**src/rtl/lab2_pkg.sv**
```systemverilog
// Shared types and sizing helpers for the lab2 truth-table sweep sequencer.
package lab2_pkg;

    typedef enum logic [1:0] {
        IDLE,
        SETTLE,
        SAMPLE,
        DONE
    } state_t;

    localparam int SETTLE_CYC_DEF = 1;

    // One truth-table bit per possible input vector.
    function automatic int tbl_width(input int n_in);
        return 1 << n_in;
    endfunction

endpackage

```
**src/rtl/lab2_sweep_cnt.sv**
```systemverilog
// Vector counter driving the evaluator inputs; terminal count flags the last vector.
module lab2_sweep_cnt #(
    parameter int N_IN = 4
) (
    input  logic            clk,
    input  logic            rst_n,
    input  logic            clr_i,
    input  logic            inc_i,
    output logic [N_IN-1:0] vec_o,
    output logic            tc_o
);

    logic [N_IN-1:0] vec_q;

    always_ff @(posedge clk or negedge rst_n) begin
        if (!rst_n) begin
            vec_q <= '0;
        end else if (clr_i) begin
            vec_q <= '0;
        end else if (inc_i) begin
            vec_q <= vec_q + 1'b1;
        end
    end

    assign vec_o = vec_q;
    assign tc_o  = &vec_q;

endmodule

```
**src/rtl/lab2_sweep_ctrl.sv**
```systemverilog
// Sweeps every input vector through an external combinational evaluator,
// captures its output into a truth table and compares it with a latched signature.
module lab2_sweep_ctrl
    import lab2_pkg::*;
#(
    parameter int N_IN       = 4,
    parameter int SETTLE_CYC = SETTLE_CYC_DEF
) (
    input  logic                       clk,
    input  logic                       rst_n,
    input  logic                       start,
    input  logic                       abort,
    input  logic [tbl_width(N_IN)-1:0] expected,
    output logic [N_IN-1:0]            vec,
    input  logic                       dut_out,
    output logic [tbl_width(N_IN)-1:0] table_q,
    output logic                       busy,
    output logic                       done,
    output logic                       match
);

    localparam int TW    = tbl_width(N_IN);
    localparam int CNT_W = (SETTLE_CYC > 1) ? $clog2(SETTLE_CYC) : 1;
    localparam logic [CNT_W-1:0] CNT_LOAD = CNT_W'(SETTLE_CYC - 1);

    state_t          state_q;
    logic [CNT_W-1:0] cnt_q;
    logic [TW-1:0]   exp_q;
    logic [TW-1:0]   table_d;
    logic            busy_q;
    logic            done_q;
    logic            match_q;
    logic            cnt_clr;
    logic            cnt_inc;
    logic            vec_tc;

    assign cnt_clr = (state_q == IDLE) && start && !abort;
    assign cnt_inc = (state_q == SAMPLE) && !abort && !vec_tc;

    lab2_sweep_cnt #(
        .N_IN (N_IN)
    ) u_cnt (
        .clk   (clk),
        .rst_n (rst_n),
        .clr_i (cnt_clr),
        .inc_i (cnt_inc),
        .vec_o (vec),
        .tc_o  (vec_tc)
    );

    // Table as it would look after capturing the current vector; used for the match on entry to DONE.
    always_comb begin
        table_d      = table_q;
        table_d[vec] = dut_out;
    end

    always_ff @(posedge clk or negedge rst_n) begin
        if (!rst_n) begin
            state_q <= IDLE;
            cnt_q   <= '0;
            exp_q   <= '0;
            table_q <= '0;
            busy_q  <= 1'b0;
            done_q  <= 1'b0;
            match_q <= 1'b0;
        end else begin
            done_q <= 1'b0;
            case (state_q)
                IDLE: begin
                    if (start && !abort) begin
                        state_q <= SETTLE;
                        table_q <= '0;
                        exp_q   <= expected;
                        match_q <= 1'b0;
                        cnt_q   <= CNT_LOAD;
                        busy_q  <= 1'b1;
                    end
                end
                SETTLE: begin
                    if (abort) begin
                        state_q <= IDLE;
                        busy_q  <= 1'b0;
                    end else if (cnt_q == '0) begin
                        state_q <= SAMPLE;
                    end else begin
                        cnt_q <= cnt_q - 1'b1;
                    end
                end
                SAMPLE: begin
                    if (abort) begin
                        state_q <= IDLE;
                        busy_q  <= 1'b0;
                    end else begin
                        table_q <= table_d;
                        if (vec_tc) begin
                            state_q <= DONE;
                            busy_q  <= 1'b0;
                            done_q  <= 1'b1;
                            match_q <= (table_d == exp_q);
                        end else begin
                            state_q <= SETTLE;
                            cnt_q   <= CNT_LOAD;
                        end
                    end
                end
                DONE: begin
                    state_q <= IDLE;
                end
                default: begin
                    state_q <= IDLE;
                    busy_q  <= 1'b0;
                end
            endcase
        end
    end

    assign busy  = busy_q;
    assign done  = done_q;
    assign match = match_q;

endmodule

```
**config.mk**
```make
export PLATFORM = sky130hd
export DESIGN_NAME = lab2_sweep_ctrl
export DESIGN_NICKNAME = d
export VERILOG_FILES = /design/src/rtl/lab2_pkg.sv /design/src/rtl/lab2_sweep_cnt.sv /design/src/rtl/lab2_sweep_ctrl.sv
export SDC_FILE = /design/constraint.sdc
export NUM_CORES = 1
export LEC_CHECK = 0
export CAP_MARGIN = 20
export CORE_MARGIN = 1
export CORE_UTILIZATION = 52
export CTS_CLUSTER_DIAMETER = 60
export DETAILED_ROUTE_END_ITERATION = 10
export PLACE_DENSITY_LB_ADDON = 0.12
export REMOVE_ABC_BUFFERS = 1
export SLEW_MARGIN = 20
export SYNTH_ARGS = -nofsm -noshare
export SYNTH_HDL_FRONTEND = slang
export SYNTH_SLANG_ARGS = --single-unit
```
**constraint.sdc**
```tcl
create_clock -name clk -period 2.9 [get_ports clk]
set_input_delay 0.435 -clock clk [delete_from_list [all_inputs] [get_ports clk]]
set_output_delay 0.435 -clock clk [all_outputs]
set_load 0.01 [all_outputs]
```
# --- After elaboration in Yosys (flattened, before gate mapping) ---
# Index checks and enable logic that the tools add are counted.
word_totals:
  reg_bits: 42
  output_inout_bits: 23
  word_cells: 74
classes:
  addsub: 2
  magnitude_cmp: 2
  eq_ne: 12
  muxes: 31
  reduce_logical: 19
ops:
  columns: ["cell", "count"]
  rows:
  - ["16-bit 2-to-1 mux", 2]
  - ["16-bit one-hot mux with 2 select lines", 1]
  - ["16-bit bitwise mux", 1]
  - ["16-bit equality test", 1]
  - ["1-bit 2-to-1 mux", 15]
  - ["4-bit AND reduction", 3]
  - ["2-bit 2-to-1 mux", 5]
  - ["2-bit != test (second input constant)", 5]
  - ["4-bit 2-to-1 mux", 2]
  - ["2-bit one-hot mux with 4 select lines", 1]
  - ["1-bit logical AND", 6]
  - ["3-bit != test (second input constant)", 2]
  - ["1-bit one-hot mux with 3 select lines", 2]
  - ["4-bit by 5-bit less-than comparator with 1-bit output (second input constant)", 1]
  - ["5-bit AND reduction", 1]
  - ["4-bit by 1-bit adder with 4-bit output (second input constant)", 1]
  - ["1-bit demux with 4-bit select", 1]
  - ["2-bit equality test (second input constant)", 2]
  - ["4-bit by 1-bit >= comparator with 1-bit output (second input constant)", 1]
  - ["2-bit AND reduction", 2]
  - ["2-bit nonzero test", 2]
  - ["3-bit AND reduction", 1]
  - ["3-bit nonzero test", 1]
  - ["2-bit by 1-bit equality test with 1-bit output (second input constant)", 1]
  - ["other kinds (5)", 6]

# --- Logic depth before layout (Yosys ltp) ---
logic_depth:
  depth_word: 9
  ltp_mapped: 9
  depth_no_buf: 8

# --- Hierarchy ---
# From an unflattened synthesis, not the netlist that was laid out.
unflattened:
  cells_unflattened: 298
  hier_area_um2: 2513.7
by_module_without_submodules:
  columns: ["mod", "instances", "cells_each", "area_per_inst_um2", "seq_area_each_um2"]
  rows:
  - ["lab2_sweep_ctrl", 1, 281, 2314.7, 925.9]
  - ["lab2_sweep_cnt", 1, 17, 198.9, 100.1]

# --- Worst setup path after synthesis ---
# Ideal clock, no wire load.
synth_path:
  path_kind: "reg2reg"
  startpoint: "reg state_q[0]"
  endpoint: "reg match_q, in the netlist match"
  setup_time_ns: 0.096
  arrival_ns: 2.036
  setup_slack_ns: 0.769
  stages_incl_launch_ff: 10
  cell_sequence: "dfrtp_1 -> inv_1 -> ha_1 -> mux2i_1 -> or2_1 -> buf_6 -> a31oi_4 -> nand4_1 -> or4_1 -> o32ai_2"
synth_via:
  elab_chain_cells: 3
  word_cells_on_any_way: 8
  cone_classes: "4 x eq/ne; 1 x mux; 3 x reduce/logical"
synth_rtl:
  columns: ["element", "line", "source"]
  rows:
  - ["start, declared", "lab2_sweep_ctrl.sv:26", "state_t state_q;"]
  - ["start signal, assigned", "lab2_sweep_ctrl.sv:59", "state_q <= IDLE;"]
  - ["start signal, assigned", "lab2_sweep_ctrl.sv:71", "state_q <= SETTLE;"]
  - ["start signal, assigned", "lab2_sweep_ctrl.sv:81", "state_q <= IDLE;"]
  - ["2-bit equality test / 2-bit logical NOT (equally long branches)", "lab2_sweep_ctrl.sv:68", "case (state_q)"]
  - ["2-bit != test (no source line), or another cell as far along", null, null]
  - ["4-bit AND reduction (no source line)", null, null]
  - ["end signal, assigned", "lab2_sweep_ctrl.sv:99", "match_q <= (table_d == exp_q);"]
  - ["end, declared", "lab2_sweep_ctrl.sv:32", "logic match_q;"]
# Several ways; a longest one is shown, not always the timed one.
# A chain may end at the register's enable or synchronous reset.

# --- Worst setup path after layout ---
layout_path:
  startpoint: "reg u_cnt.vec_q[3], in the netlist u_cnt.vec_o[3]"
  endpoint: "reg match_q, in the netlist match"
layout_via:
  elab_chain_cells: 9
  word_cells_on_any_way: 13
  cone_classes: "2 x order compare; 2 x eq/ne; 6 x mux; 3 x reduce/logical"
layout_rtl:
  columns: ["element", "line", "source"]
  rows:
  - ["start, declared", "lab2_sweep_cnt.sv:13", "logic [N_IN-1:0] vec_q;"]
  - ["start signal, assigned", "lab2_sweep_cnt.sv:21", "vec_q <= vec_q + 1'b1;"]
  - ["4-bit by 5-bit less-than comparator with 1-bit output (not written as such) / 4-bit by 1-bit >= comparator with 1-bit output (equally long branches)", "lab2_sweep_ctrl.sv:54", "table_d[vec] = dut_out;"]
  - ["1-bit logical AND (not written as such)", "lab2_sweep_ctrl.sv:54", null]
  - ["1-bit 2-to-1 mux (not written as such)", "lab2_sweep_ctrl.sv:54", null]
  - ["1-bit demux with 4-bit select", "lab2_sweep_ctrl.sv:54", null]
  - ["16-bit bitwise mux", "lab2_sweep_ctrl.sv:54", null]
  - ["16-bit equality test", "lab2_sweep_ctrl.sv:99", null]
  - ["1-bit 2-to-1 mux", "lab2_sweep_ctrl.sv:95", "if (vec_tc) begin"]
  - ["1-bit 2-to-1 mux", "lab2_sweep_ctrl.sv:90", "if (abort) begin"]
  - ["1-bit one-hot mux with 2 select lines", "lab2_sweep_ctrl.sv:68", null]
# Several ways; a longest one is shown, not always the timed one. The select of a mux whose other input is x is not followed.

==> results.md <==
- Status: completed
- Top layer in use: met4
- Avg Cell Area, Syn: 10.20 sq um
- Most used flip-flop cell after synthesis: dfrtp_1
- Critical Path RT: 3.10 ns
- Critical Path Source Type: register
- Port Buf Inserts: 43
- Residual DRC: 0
- Critical path's top delay family: simple AND/OR/NAND/NOR gates
- Vias/cell: 5.627
- CP Max Fanout: 17
- Final core utilization: approximately 70%
- F_max: 413.7 MHz
- DR WL met2: 2441 um
- Worst Path Buf+Inv: 0
- RSZ-0062 raised after global routing: no
- Crit path max-delay cell type: dfrtp_1
- Clk root buf: clkbuf_8
- Die area: 4764 sq um
- Placed cell areas: 2844 sq um
- Die W: 69.03 um
- H-tree depth: 2
- Clk_skew: 0.01060 ns
- Reg-to-Reg End: match
- CTS tree: yes
- Synth Cell Area: 2336 sq um
- Remaining Overflow, GRT: 0
- Vias: 1857
- HP Class: input pin to async pin
- Inserted Clock Buffers: 5
- # nets final: 308
- RR Startpoint: u_cnt.vec_o[3]
- Diodes inserted: 0
- WS Path Type: register to register
- Site Rows: 24
- Pwr per Cell Area: 712.7 nW/um^2
- # Post-CTS Setup Buffers: 0
- DRT Pass-1 Iters: 4
- Largest net degree at the start of global routing: 42
- Max clock buf depth: 2
- Met3 routed WL: approximately 320 um
- Vias in the first global route: around 1800
- Wl on met1: 2430 um
- Final period util: 83.36%
- # setup viols final: 0
- Reg2Reg Depth: 6
- Minimum clock period: around 2.4 ns
- Most common cell after layout, fill and taps aside: clkdlybuf4s50_1
- Sequential Area: roughly 1000 sq um
- Clock-pin transition on the worst setup and hold timing paths: 0.08 ns
- Register bit total from synthesis: 41
- LEAKAGE: 0.001291 uW
- First-pass GRT wire length: 8832 um
- Die height: 69.03 um
- Most frequent cells in the layout: clkdlybuf4s50_1, dfrtp_1, o21ai_0, a21oi_1, mux2i_1
- Clock Latency Late Sink: around 0.29 ns
- CP cell instances: and2b_2 -> nand2_2 -> mux2i_1 -> o22ai_1 -> or4_1 -> o32ai_2
- Core Region: between 4000 and 5000 sq um
- Post-DRT Antenna Nets: 0
- Routed WL: 5229 um
- Ports: 44
- GP Congestion: approximately 0.79
- Max Transition Viols Final: 0
- Worst slew pin tran: 0.8978 ns
- CP Capture Type: register
- Area grow syn2layout: 26.73%
- Initial antenna violation count: 0
- Fin. Hold Viols: 0
- Critical Path Max Stage Delay: 0.72 ns
- Crit path DAT: around 2.6 ns
- Num Clock Sinks: 41
- Max Cap Viol: 0
- Post-synth cell types: 35
- DR iter-0 viols: 107
- Hold Buf Count CTS: 0
- CTS resizes: 0
- Cells after Synth: 229
- Global Route Usage Sum: 23.21%
- Number of flops mapped to enable cells by yosys: 0
- Setup TNS: 0 ns
- Fillers: 359
- Cell area after layout: 2960 sq um
- Final hold slack: 0.2698 ns
- Syn. warnings: 0
- Multi-input gate area: 1204 sq um
- Worst reg2reg setup slack: 0.48 ns
- Initial Utilization: 54.02%
- Share of synthesized registers carrying an async set or reset: 100.0%
- Final HPWL DP: roughly 3600 um
- Detailed-route wire length per cell: 15.85 um
- Slew headroom: 40.14%
- Worst IR Drop VDD: 0.3741 mV
- Layout cells sized above 1: 14.39%
- Sequential cell area fraction in the yosys report: a little over two fifths
report_power, final:
part	internal, uW	total [uW]	switching, uW
sequential	728	863	135
clock	281	469	189
combinational	405	777	372
total	1410	2110	696
metrics by stage:
step | setup WS (ns) | instances | power (uW)
after floorplan | 0.2298 | 216 | 1364
after global placement | 0.5214 | 322 | 1630
after detailed placement | 0.5017 | 322 | 1644
after CTS | 0.5177 | 330 | 2123
after global routing | 0.3892 | 330 | 2252
final | 0.4825 | 330 | 2110
sequential cells by signal, summed over array words and instances (netlist names):
| name | count |
|---|---|
| busy | 1 |
| state_q | 2 |
| match | 1 |
| exp_q | 16 |
| u_cnt.vec_o | 4 |
| done | 1 |
| table_q | 16 |
cell usage after synthesis (all sizes together), types with 2 or more instances:
master | n | area, sq um
ha | 10 | 125.1
clkbuf | 7 | 26.28
a21oi | 19 | 95.09
o22ai | 5 | 31.28
mux2 | 16 | 180.2
o21ai | 31 | 155.2
inv | 11 | 41.29
xor2 | 4 | 35.03
nand2b | 2 | 12.51
or3b | 2 | 17.52
dfrtp | 41 | 1026
xnor2 | 11 | 96.34
nand3 | 7 | 35.03
nand4 | 2 | 12.51
nor2 | 4 | 15.01
nor2b | 2 | 12.51
nand2 | 15 | 58.81
nand3b | 4 | 30.03
nor4 | 2 | 12.51
mux2i | 17 | 170.2
buf | 6 | 43.79
kinds of logic after synthesis:
family	after synthesis	synth area share [%]
AOI/OAI and AO/OA	59	14.35
and+or+nand+nor	47	10.98
DFF	41	43.92
muxes	33	15.00
buffers and inverters	24	4.767
xor gates and xnor gates	15	5.624
adders and majority gates	10	5.356
worst max path at each step:
stage / startpoint / to / slack, ns / cells after the start
final: u_cnt.vec_o[3] / match / 0.48 / 6
after global routing: u_cnt.vec_o[1] / match / 0.39 / 6
after CTS: u_cnt.vec_o[1] / match / 0.52 / 6
after detailed placement: dut_out / match / 0.50 / 5
after global placement: dut_out / match / 0.52 / 5
after floorplan: state_q[0] / exp_q[0] / 0.23 / 5
routing by layer:
layer / vias to the layer above / global-route usage [%]
met5: - / 0
met4: 0 / 4.762
met3: 6 / 3.947
met2: 73 / 36.89
met1: 877 / 33.49
li1: 901 / -
final cells by class:
type | instances | area share (%)
Inverter | 11 | 1.395
Tap cell | 52 | 2.198
Timing Repair Buffer | 54 | 17.16
Multi-Input combinational cell | 164 | 40.66
Clock buffer | 7 | 2.916
Clock inverter | 1 | 1.014
Sequential cell | 41 | 34.66
No activity file was read; power rests on OpenSTA's default activity.
